--- config.mk ---
export PLATFORM = sky130hd
export DESIGN_NAME = phy_rx_lane_buffer_flat
export DESIGN_NICKNAME = d
export VERILOG_FILES = /design/src/rtl/phy_rx_lane_pkg.sv /design/src/rtl/phy_rx_lane_buffer_if.sv /design/src/rtl/lane_fifo.sv /design/src/rtl/phy_rx_lane_buffer.sv /design/src/flat_wrapper.sv
export SDC_FILE = /design/constraint.sdc
export NUM_CORES = 1
export LEC_CHECK = 0
export ABC_AREA = 1
export ABC_CLOCK_PERIOD_IN_PS = 3000
export CORE_MARGIN = 2
export CORE_UTILIZATION = 55
export DETAILED_ROUTE_END_ITERATION = 16
export DONT_BUFFER_PORTS = 1
export HOLD_SLACK_MARGIN = 0.08
export PLACE_DENSITY_LB_ADDON = 0.12
export SYNTH_ARGS = -nofsm -noshare
export SYNTH_HDL_FRONTEND = slang
export SYNTH_SLANG_ARGS = --single-unit
--- constraint.sdc ---
create_clock -name clkf -period 3 [get_ports clkf]
set_clock_uncertainty 0.1 [all_clocks]
set_input_delay 0.45 -clock clkf [delete_from_list [all_inputs] [get_ports clkf]]
set_output_delay 0.45 -clock clkf [all_outputs]
set_load 0.02 [all_outputs]
--- src/rtl/phy_rx_lane_pkg.sv ---
// Shared constants, types and the round-robin pick helper for the PHY receive
// lane buffer.
package phy_rx_lane_pkg;

  localparam int LANES     = 4;
  localparam int VALID_BIT = 8;
  localparam int LANE_W    = 2;

  typedef logic [LANE_W-1:0] lane_idx_t;

  typedef struct packed {
    logic      found;
    lane_idx_t lane;
  } grant_t;

  // First requesting lane after 'last', checking last+1 .. last+LANES (mod LANES),
  // so the lane granted most recently gets the lowest priority.
  function automatic grant_t rr_pick(input logic [LANES-1:0] req,
                                     input lane_idx_t        last);
    grant_t    g;
    lane_idx_t idx;
    g = '0;
    for (int k = 1; k <= LANES; k++) begin
      idx = last + lane_idx_t'(k);
      if (!g.found && req[idx]) begin
        g.found = 1'b1;
        g.lane  = idx;
      end
    end
    return g;
  endfunction

endpackage

--- src/rtl/phy_rx_lane_buffer_if.sv ---
// Lane inputs and the merged valid/ready output stream of the lane buffer.
interface phy_rx_lane_buffer_if
  import phy_rx_lane_pkg::*;
#(
  parameter int DATA_W = VALID_BIT
);

  logic [DATA_W:0]   data_0;
  logic [DATA_W:0]   data_1;
  logic [DATA_W:0]   data_2;
  logic [DATA_W:0]   data_3;
  logic              out_ready;
  logic [DATA_W-1:0] out_data;
  logic              out_valid;
  logic [LANE_W-1:0] out_lane;

  // Upstream PHY plus downstream consumer side.
  modport master (
    output data_0, data_1, data_2, data_3, out_ready,
    input  out_data, out_valid, out_lane
  );

  // The lane buffer itself.
  modport slave (
    input  data_0, data_1, data_2, data_3, out_ready,
    output out_data, out_valid, out_lane
  );

endinterface

--- src/rtl/lane_fifo.sv ---
// Single-lane circular FIFO. A push while full is accepted only when the head
// is popped in the same cycle; otherwise the word is ignored here and the
// drop is flagged by the parent.
module lane_fifo #(
  parameter  int DEPTH  = 4,
  parameter  int DATA_W = 8,
  localparam int PTR_W  = $clog2(DEPTH),
  localparam int CNT_W  = PTR_W + 1
) (
  input  logic              clkf,
  input  logic              reset,
  input  logic              push,
  input  logic [DATA_W-1:0] push_data,
  input  logic              pop,
  output logic [DATA_W-1:0] head_data,
  output logic              empty,
  output logic              full,
  output logic [CNT_W-1:0]  count
);

  logic [DATA_W-1:0] mem [DEPTH];
  logic [PTR_W-1:0]  wr_ptr;
  logic [PTR_W-1:0]  rd_ptr;
  logic [CNT_W-1:0]  cnt;
  logic              push_ok;
  logic              pop_ok;

  assign empty     = (cnt == '0);
  assign full      = (cnt == CNT_W'(DEPTH));
  assign push_ok   = push && (!full || pop);
  assign pop_ok    = pop && !empty;
  assign head_data = mem[rd_ptr];
  assign count     = cnt;

  // Pointer and occupancy update; pointers wrap naturally since DEPTH is a power of 2.
  always_ff @(posedge clkf) begin
    // NOTE: state registers use non-blocking (<=) so every flop samples pre-edge values.
    if (reset) begin
      wr_ptr <= '0;
      rd_ptr <= '0;
      cnt    <= '0;
    end else begin
      if (push_ok) wr_ptr <= wr_ptr + PTR_W'(1);
      if (pop_ok)  rd_ptr <= rd_ptr + PTR_W'(1);
      cnt <= cnt + CNT_W'(push_ok) - CNT_W'(pop_ok);
    end
  end

  // Storage write. When full with a pop, wr_ptr == rd_ptr: the old head is read
  // out at this same edge, so overwriting its slot is safe.
  always_ff @(posedge clkf) begin
    // NOTE: the array is deliberately not reset; the count qualifies every entry.
    if (push_ok) mem[wr_ptr] <= push_data;
  end

endmodule

--- src/rtl/phy_rx_lane_buffer.sv ---
// Four-lane receive buffer: per-lane FIFOs drained one word per cycle by a
// round-robin arbiter into a registered valid/ready output, with sticky
// per-lane overflow flags and registered almost_full indications.
module phy_rx_lane_buffer
  import phy_rx_lane_pkg::*;
#(
  parameter int DEPTH     = 4,
  parameter int AF_THRESH = 3,
  parameter int DATA_W    = VALID_BIT
) (
  input  logic                 clkf,
  input  logic                 reset,
  phy_rx_lane_buffer_if.slave  bus,
  input  logic                 err_clr,
  output logic [LANES-1:0]     almost_full,
  output logic [LANES-1:0]     overflow
);

  localparam int CNT_W = $clog2(DEPTH) + 1;
  localparam logic [CNT_W-1:0] AF_CNT = CNT_W'(AF_THRESH);

  logic [DATA_W:0]   lane_word  [LANES];
  logic [DATA_W-1:0] head       [LANES];
  logic [CNT_W-1:0]  count      [LANES];
  logic [CNT_W-1:0]  count_next [LANES];

  logic [LANES-1:0]  push;
  logic [LANES-1:0]  pop;
  logic [LANES-1:0]  empty;
  logic [LANES-1:0]  full;
  logic [LANES-1:0]  accept;
  logic [LANES-1:0]  drop;
  logic [LANES-1:0]  af_next;

  lane_idx_t         last_grant;
  grant_t            grant;
  logic              loadable;

  logic              out_valid_q;
  logic [DATA_W-1:0] out_data_q;
  lane_idx_t         out_lane_q;

  assign lane_word[0] = bus.data_0;
  assign lane_word[1] = bus.data_1;
  assign lane_word[2] = bus.data_2;
  assign lane_word[3] = bus.data_3;

  for (genvar i = 0; i < LANES; i++) begin : g_lane
    assign push[i] = lane_word[i][DATA_W];

    lane_fifo #(
      .DEPTH  (DEPTH),
      .DATA_W (DATA_W)
    ) u_fifo (
      .clkf      (clkf),
      .reset     (reset),
      .push      (push[i]),
      .push_data (lane_word[i][DATA_W-1:0]),
      .pop       (pop[i]),
      .head_data (head[i]),
      .empty     (empty[i]),
      .full      (full[i]),
      .count     (count[i])
    );
  end

  // Arbitration: pick a non-empty lane (registered counts only) when the output can load.
  always_comb begin
    // NOTE: every always_comb output gets a default first so no latch is inferred.
    pop      = '0;
    loadable = !out_valid_q || bus.out_ready;
    grant    = rr_pick(~empty, last_grant);
    if (loadable && grant.found) pop[grant.lane] = 1'b1;
  end

  // Per-lane accept/drop decision and the occupancy after this cycle.
  always_comb begin
    accept  = '0;
    drop    = '0;
    af_next = '0;
    for (int i = 0; i < LANES; i++) begin
      count_next[i] = count[i];
      accept[i]     = push[i] && (!full[i] || pop[i]);
      drop[i]       = push[i] && full[i] && !pop[i];
      count_next[i] = count[i] + CNT_W'(accept[i]) - CNT_W'(pop[i]);
      af_next[i]    = (count_next[i] >= AF_CNT);
    end
  end

  // Output register and arbiter pointer; held while valid and not ready.
  always_ff @(posedge clkf) begin
    if (reset) begin
      out_valid_q <= 1'b0;
      out_data_q  <= '0;
      out_lane_q  <= '0;
      last_grant  <= lane_idx_t'(LANES - 1);
    end else if (loadable) begin
      if (grant.found) begin
        out_valid_q <= 1'b1;
        out_data_q  <= head[grant.lane];
        out_lane_q  <= grant.lane;
        last_grant  <= grant.lane;
      end else begin
        out_valid_q <= 1'b0;
      end
    end
  end

  // Sticky overflow flags (a new drop beats err_clr) and registered almost_full.
  always_ff @(posedge clkf) begin
    if (reset) begin
      overflow    <= '0;
      almost_full <= '0;
    end else begin
      overflow    <= (err_clr ? '0 : overflow) | drop;
      almost_full <= af_next;
    end
  end

  assign bus.out_valid = out_valid_q;
  assign bus.out_data  = out_data_q;
  assign bus.out_lane  = out_lane_q;

endmodule

--- src/flat_wrapper.sv ---
// flat-port wrapper written by rule: the top's interface ports become plain ports
module phy_rx_lane_buffer_flat import phy_rx_lane_pkg::*;
#(
  parameter int DEPTH     = 4,
  parameter int AF_THRESH = 3,
  parameter int DATA_W    = VALID_BIT
)
  (clkf, reset, err_clr, almost_full, overflow, bus_data_0, bus_data_1, bus_data_2, bus_data_3, bus_out_ready, bus_out_data, bus_out_valid, bus_out_lane);
  phy_rx_lane_buffer_if #(.DATA_W(DATA_W)) bus_i ();
  input  logic clkf;
  input  logic reset;
  input  logic err_clr;
  output logic [LANES-1:0] almost_full;
  output logic [LANES-1:0] overflow;
  input wire logic [$bits(bus_i.data_0)-1:0] bus_data_0;
  input wire logic [$bits(bus_i.data_1)-1:0] bus_data_1;
  input wire logic [$bits(bus_i.data_2)-1:0] bus_data_2;
  input wire logic [$bits(bus_i.data_3)-1:0] bus_data_3;
  input wire logic [$bits(bus_i.out_ready)-1:0] bus_out_ready;
  output wire logic [$bits(bus_i.out_data)-1:0] bus_out_data;
  output wire logic [$bits(bus_i.out_valid)-1:0] bus_out_valid;
  output wire logic [$bits(bus_i.out_lane)-1:0] bus_out_lane;
  assign bus_i.data_0 = bus_data_0;
  assign bus_i.data_1 = bus_data_1;
  assign bus_i.data_2 = bus_data_2;
  assign bus_i.data_3 = bus_data_3;
  assign bus_i.out_ready = bus_out_ready;
  assign bus_out_data = bus_i.out_data;
  assign bus_out_valid = bus_i.out_valid;
  assign bus_out_lane = bus_i.out_lane;
  phy_rx_lane_buffer #(.DEPTH(DEPTH), .AF_THRESH(AF_THRESH), .DATA_W(DATA_W)) u_core (.clkf(clkf), .reset(reset), .bus(bus_i), .err_clr(err_clr), .almost_full(almost_full), .overflow(overflow));
endmodule
# Yosys cells after proc, flatten, opt, wreduce, memory -nomap -nowiden
# Memory sizes are Yosys's and may differ from the RTL's. A register that Yosys moved wholly into a read port is not among the register bits.
# Index checks and enable logic that the tools add are counted.
[classes]
add_sub_neg = 23
magnitude_cmp = 11
eq_ne = 4
mux = 36
n_bitwise = 3
reduce_logical = 47
[op_table]
columns = ["op", "n"]
rows = [
  ["subtractor 3 x 1 -> 3 bit", 8],
  ["logical AND 1 bit", 21],
  ["adder 2 x 1 -> 2 bit, second input constant", 9],
  ["binary-select mux 8 bit (select 2 bit)", 1],
  ["logical NOT 1 bit", 16],
  ["two-way mux 2 bit", 8],
  ["two-way mux 8 bit", 2],
  ["less-than comparator 2 x 3 -> 1 bit, second input constant", 5],
  ["two-way mux 1 bit", 14],
  ["adder 3 x 1 -> 3 bit", 4],
  ["equality test 3 bit, second input constant", 4],
  [">= comparator 3 x 2 -> 1 bit, second input constant", 4],
  ["logical NOT 3 bit", 4],
  ["two-way mux 3 bit", 4],
  ["binary-select mux 1 bit (select 2 bit)", 4],
  ["two-way mux 4 bit", 2],
  ["logical OR 1 bit", 5],
  ["adder 2 bit, second input constant", 2],
  ["NOT 4 bit", 1],
  ["bitwise OR 4 bit", 1],
  [">= comparator 3 bit, second input constant", 1],
  ["NOT 2 -> 3 bit", 1],
  ["demux 1 bit (select 2 bit)", 1],
  [">= comparator 2 x 1 -> 1 bit, second input constant", 1],
  ["AND reduction 2 bit", 1],
]
[totals]
ff_bits = 49
ram_bits = 128
input_bits = 40
memories = 4
[mem_list]
columns = ["memory", "depth", "width", "read_ports", "rd_clocked_by_memory_dff", "wr", "line_no", "source"]
rows = [
  ["u_core.g_lane[0].u_fifo.mem", 4, 8, 1, 1, 1, "lane_fifo.sv:21", "logic [DATA_W-1:0] mem [DEPTH];"],
  ["u_core.g_lane[1].u_fifo.mem", 4, 8, 1, 1, 1, "lane_fifo.sv:21", ""],
  ["u_core.g_lane[2].u_fifo.mem", 4, 8, 1, 1, 1, "lane_fifo.sv:21", ""],
  ["u_core.g_lane[3].u_fifo.mem", 4, 8, 1, 1, 1, "lane_fifo.sv:21", ""],
]

# Logic depth before layout (Yosys ltp)
[depth]
word_depth = 24
ltp_mapped = 24
depth_no_buf = 21

# Hierarchy
# Synthesis repeated with hierarchy kept, for this count alone.
[unflattened]
cells_unflattened = 896
hier_area_um2 = 8728.4
[modules_own_cells]
columns = ["module", "n_inst", "cells_per_inst", "area_each_um2", "seq_area_each_um2"]
rows = [
  ["lane_fifo (u_core.g_lane[0].u_fifo ...)", 3, 147, 1701.6, 1141.1],
  ["phy_rx_lane_buffer", 1, 307, 1923.1, 420.4],
  ["lane_fifo (u_core.g_lane[3].u_fifo)", 1, 148, 1700.4, 1141.1],
]

# Least setup slack after synthesis
# OpenSTA, ideal clock, no wires.
[synth_timing]
kind = "reg2reg"
startpoint = "reg u_core.last_grant[0]"
endpoint = "reg u_core.almost_full[3]"
setup_time_ns = 0.115
arrival_time_ns = 2.680
required_time_ns = 2.785
setup_slack_ns = 0.105
path_stages_with_launch = 23
path_buffers = 3
path_cell_list = "dfxtp_1 buf_4 inv_2 buf_6 nand3_1 nand3_1 nand2_2 nor2_4 nand2_1 nand2_1 nand2_2 buf_6 nand3_2 nand2_2 nand2_2 inv_1 ha_1 ha_1 inv_1 ha_1 xor2_1 o21ai_0 inv_1"
[synth_between]
elab_chain_cells = 23
word_cells_on_any_way = 33
[synth_lines]
columns = ["item", "line_no", "source"]
rows = [
  ["start: declaration", "phy_rx_lane_buffer.sv:35", "lane_idx_t last_grant;"],
  ["start signal: assignment", "phy_rx_lane_buffer.sv:96", "last_grant <= lane_idx_t'(LANES - 1);"],
  ["start signal: assignment", "phy_rx_lane_buffer.sv:102", "last_grant <= grant.lane;"],
  ["adder 2 x 1 -> 2 bit", "phy_rx_lane_pkg.sv:24", "idx = last + lane_idx_t'(k);"],
  ["binary-select mux 1 bit (select 2 bit)", "phy_rx_lane_pkg.sv:25", "if (!g.found && req[idx]) begin"],
  ["two-way mux 1 bit (implied by the code)", "phy_rx_lane_pkg.sv:25", ""],
  ["two-way mux 3 bit", "phy_rx_lane_pkg.sv:25", ""],
  ["logical NOT 1 bit", "phy_rx_lane_pkg.sv:25", ""],
  ["logical AND 1 bit", "phy_rx_lane_pkg.sv:25", ""],
  ["two-way mux 3 bit", "phy_rx_lane_pkg.sv:25", ""],
  ["logical NOT 1 bit", "phy_rx_lane_pkg.sv:25", ""],
  ["(+8 left out)", "-", ""],
  ["demux 1 bit (select 2 bit)", "-", ""],
  ["two-way mux 4 bit *", "phy_rx_lane_buffer.sv:73", "if (loadable && grant.found) pop[grant.lane] = 1'b1;"],
  ["logical OR 1 bit *", "-", ""],
  ["logical AND 1 bit *", "-", ""],
  ["via u_core.g_lane[3].u_fifo.push_ok", "lane_fifo.sv:25", "logic push_ok;"],
  ["adder 3 x 1 -> 3 bit *", "phy_rx_lane_buffer.sv:85", "count_next[i] = count[i] + CNT_W'(accept[i]) - CNT_W'(pop[i]);"],
  ["subtractor 3 x 1 -> 3 bit *", "phy_rx_lane_buffer.sv:85", ""],
  [">= comparator 3 x 2 -> 1 bit *", "phy_rx_lane_buffer.sv:86", "af_next[i] = (count_next[i] >= AF_CNT);"],
  ["end signal: assignment", "phy_rx_lane_buffer.sv:116", "almost_full <= af_next;"],
  ["end: declaration", "phy_rx_lane_buffer.sv:15", "output logic [LANES-1:0] almost_full,"],
]
# The timed path passes the listed nets; every way through them passes the cells marked *. The select of a mux whose other input is x is not followed.
# A chain may end at the register's enable or synchronous reset.

# Worst setup path after layout
[layout_timing]
startpoint = "reg u_core.g_lane[3].u_fifo.cnt[0]"
endpoint = "reg u_core.almost_full[0]"
[layout_between]
elab_chain_cells = 24
word_cells_on_any_way = 32
[layout_lines]
columns = ["item", "line_no", "source"]
rows = [
  ["start: declaration", "lane_fifo.sv:24", "logic [CNT_W-1:0] cnt;"],
  ["start signal: assignment", "lane_fifo.sv:45", "cnt <= cnt + CNT_W'(push_ok) - CNT_W'(pop_ok);"],
  ["logical NOT 3 bit *", "lane_fifo.sv:28", "assign empty = (cnt == '0);"],
  ["NOT 4 bit *", "phy_rx_lane_buffer.sv:72", "grant = rr_pick(~empty, last_grant);"],
  ["binary-select mux 1 bit (select 2 bit)", "phy_rx_lane_pkg.sv:25", ""],
  ["two-way mux 1 bit (implied by the code)", "phy_rx_lane_pkg.sv:25", ""],
  ["two-way mux 3 bit", "phy_rx_lane_pkg.sv:25", ""],
  ["logical NOT 1 bit", "phy_rx_lane_pkg.sv:25", ""],
  ["logical AND 1 bit", "phy_rx_lane_pkg.sv:25", ""],
  ["two-way mux 3 bit", "phy_rx_lane_pkg.sv:25", ""],
  ["(+9 left out)", "-", ""],
  ["demux 1 bit (select 2 bit)", "-", ""],
  ["two-way mux 4 bit *", "phy_rx_lane_buffer.sv:73", ""],
  ["logical OR 1 bit *", "-", ""],
  ["logical AND 1 bit *", "-", ""],
  ["via u_core.g_lane[0].u_fifo.push_ok", "lane_fifo.sv:25", ""],
  ["adder 3 x 1 -> 3 bit *", "phy_rx_lane_buffer.sv:85", ""],
  ["subtractor 3 x 1 -> 3 bit *", "phy_rx_lane_buffer.sv:85", ""],
  [">= comparator 3 x 2 -> 1 bit *", "phy_rx_lane_buffer.sv:86", ""],
]
# Marks and branches as above.

==> results.txt <==
----------------------------------------------------
[Pwr]
  Maximum vdd ir drop ... between 1000 and 1500 uV
  Total power density per cell area ... approximately 1100 mW/mm^2
  Leakage power figure ... a little over 4 nW

[Global route]
  Vias in the first global route ... 5,854
  Total congestion overflow after global routing ... 0
  Pin count of the biggest net entering global routing ... 26
  Wire length of the first global-routing pass ... ~28 mm
  GRT Resource Usage Total ... a little under a quarter
  Antenna violations before repair ... 0

[Worst setup path]
  Critical path class ... reg2reg
  Number of cell instances on the worst register-to-register path ... 19
  Critical path startpoint category ... register
  Crit path arrival time ... approximately 3200 ps
  Data required time of the worst path ... 3220 ps
  Biggest fanout along the worst timing path ... 5
  Type of destination of the critical path ... register

[Clocking]
  Clock input transition at the sequential cells of the worst setup and hold paths ... approximately 70 ps
  CTS tree ... done
  Number of levels in the clock H-tree ... 4
  Total clock buffers created by CTS ... 17
  Clock root buffer master ... clkbuf_16
  CTS max path bufs ... 2
  CTS sink count ... 185
  Clock network latency to the later pin of the worst-skew pair ... ~430 ps

[Synthesis]
  Number of synthesized register bits ... about 190
  Fraction of the yosys area taken by sequential cells ... 60.8%
  Area share of the leading cell type in the synthesized netlist ... a little under half
  Netlist area before placement ... ~0.0082 sq mm
  Synth Area per Inst ... 10.3 sq um
  Yosys warnings ... 0
  Mapped Nets ... ~870
  Synth area leaders ... edfxtp_1, dfxtp_1, nand2_1
  Post-synthesis instance total ... 792
  Cell taking the most area after synthesis ... edfxtp_1
  Number of distinct library cells after synthesis ... 29

[Worst hold path]
  Hold depth ... 2
  Worst min path class ... in2reg

[Drt]
  Per-cell via count in the routed design ... around 5.5
  Number of antenna-violating nets in the routed design ... 0
  Total via count in the routed design ... about 5,800
  Wire length per cell ... roughly 17 um
  First-pass DRT Iterations ... 6
  Drc violations ... 0
  Iteration-0 DRC count of the detailed router ... 449
  WL final ... between 15 and 20 mm

[Outcome]
  Run status ... complete, no violations

[Layout]
  Share of final-layout standard cells stronger than drive strength 1 ... between 10% and 20%
  Nets@finish ... 942
  Number of filler instances in the final layout ... approximately 1,200
  Number of diodes ... 0
  Relative area change from synthesis to final layout ... 19.2%
  Cell Count, Final, Fillers Out ... between 1,000 and 1,500
  Total non-filler cell area in the finished layout ... between 0.009 and 0.01 sq mm

[Timing]
  Finish-stage setup viols ... 0
  Fmax ... between 300 and 400 MHz
  Final critical-path required period ... between 2000 and 3000 ps
  Worst Max-Slew Pin Slew ... 1070 ps
  Tightest slew margin relative to the limit ... between 20% and 30%
  Part of the cycle the worst path needs ... about 98%
  Setup repair after global routing missed its margin ... true
  Max-slew violation total from the final report ... 0
  Final Hold Viols ... 0
  Final-layout worst hold slack ... roughly 95 ps

[Run]
  Max-cap violations ... 0

[Floorplan]
  Die Footprint ... ~0.016 sq mm
  Die Span Y ... about 130 um
  Core Rows ... 44
  Initial Utilization ... between 50% and 60%
  Number of top-level pins ... slightly below 60
  X dimension of the die ... between 100 and 150 um
  Area of the core ... 0.0145 sq mm

[Placed design]
  Cell area reported after detailed placement ... 0.00856 sq mm
  Number of buffer cells added on primary ports ... 0
  Weighted congestion reported at the end of routability-driven placement ... between 0.9 and 1
  Placed Instances ... between 900 and 1,000
  Post-detail-place hpwl ... about 12 mm

----------------------------------------------------
==> sequential cells by signal (all words and copies together), names as in the netlist, named ones only <==
signal	count
u_core.overflow	4
u_core.last_grant	2
u_core.bus.out_lane	2
u_core.g_lane.u_fifo.count	12
u_core.bus.out_valid	1
u_core.bus.out_data	8
u_core.almost_full	4
u_core.g_lane.u_fifo.mem	128
u_core.g_lane.u_fifo.wr_ptr	8
u_core.g_lane.u_fifo.rd_ptr	8
==> metal layers <==
| layer | track usage (%) | up-vias | part of all wire (%) |
|---|---|---|---|
| li1 | - | 2843 | - |
| met1 | 27.4 | 2788 | 41 |
| met2 | 39.1 | 148 | 51 |
| met3 | 5.35 | 33 | 5.4 |
| met4 | 9.57 | 0 | 2.7 |
| met5 | 0 | - | 0 |
==> layout by cell type (no fill, tap or decap), drive strengths merged, types with 38 or more instances in the layout <==
| cell type | instances |
|---|---|
| buf | 47 |
| nor2 | 71 |
| a21oi | 60 |
| dlygate4sd3 | 38 |
| ha | 40 |
| nand3 | 59 |
| edfxtp | 128 |
| dfxtp | 57 |
| inv | 81 |
| nand2 | 200 |
==> what timing repair did <==
action,CTS,global route
pin swaps,0,13
hold endpoints to repair,156,1
hold buffers,37,1
buffers inserted,0,6
endpoints found under the setup margin,5,10
resized for setup,3,43
==> layout make-up <==
class / count / area, sq um / share of cell area [%]
multi-input cells: 496 / 2900 / 29.6
inverters: 77 / 294 / 3.01
flip-flops and latches: 185 / 4990 / 51.1
well taps: 184 / 230 / 2.36
repair buffers: 85 / 733 / 7.51
clock inverters: 9 / 68.8 / 0.705
clock buffers: 23 / 553 / 5.66
==> Yosys cell counts, drive strengths merged <==
master	instances
nor2	71
nand4	3
buf	11
o211ai	2
nor3	4
a21oi	60
nand3	59
ha	40
a32o	32
xor2	10
dfxtp	57
clkbuf	23
a21boi	1
edfxtp	128
o21bai	1
o21ai	13
inv	77
nand2	200
==> stage by stage <==
step	total power, W	setup slack, ps	setup TNS (ps)	utilization (%)
global route	0.0119	-114	-384	67.2
finish	0.0111	45.8	0	67.2
global placement	0.00810	105	0	58.9
floorplan	0.00703	105	0	-
detailed placement	0.00831	-42.2	-129	58.9
CTS	0.0107	18.9	0	65.8
==> logic make-up (layout without fill, tap and decap cells) <==
family / after synthesis / count (layout) / share of synthesized area, %
buffers and inverters: 111 / 194 / 5.59
AO/OA/AOI/OAI: 109 / 109 / 8.83
adder cells (fa/ha/maj): 40 / 40 / 6.11
XOR/XNOR: 10 / 10 / 1.07
AND/OR/NAND/NOR: 337 / 337 / 17.6
flip-flops: 185 / 185 / 60.8
==> where the power goes <==
part | switching (W) | internal (W) | leakage, nW | total, W
combinational | 0.00327 | 0.00198 | 2.13 | 0.00525
sequential | 0.000378 | 0.00318 | 1.64 | 0.00355
clock | 0.000946 | 0.00131 | 0.311 | 0.00226
==> worst max-delay path, cell delays in order, from the launching register on <==
cell,delay (ps)
dfxtp_1,350
nor2_4,150
nand3_1,160
nand3_2,140
nand2_4,60
nor2_4,130
nand2_2,110
o21bai_4,190
nor2_4,70
nand2_2,90
nand2_4,70
nand2_2,90
inv_1,40
ha_2,300
inv_1,50
ha_1,180
ha_2,170
xor2_1,160
o21ai_1,170
inv_1,50
==> worst paths after layout <==
path,end,start,slack (ps)
worst min register to register,register,u_core.g_lane[2].u_fifo.rd_ptr[1],370
worst min-delay path,u_core.g_lane[3].u_fifo.wr_ptr[1],bus_data_3[8],100
worst max-delay path,u_core.almost_full[0],u_core.g_lane[3].u_fifo.count[0],50
worst max register to register,u_core.almost_full[0],u_core.g_lane[3].u_fifo.count[0],50
Power figures use the tool's default switching activity.
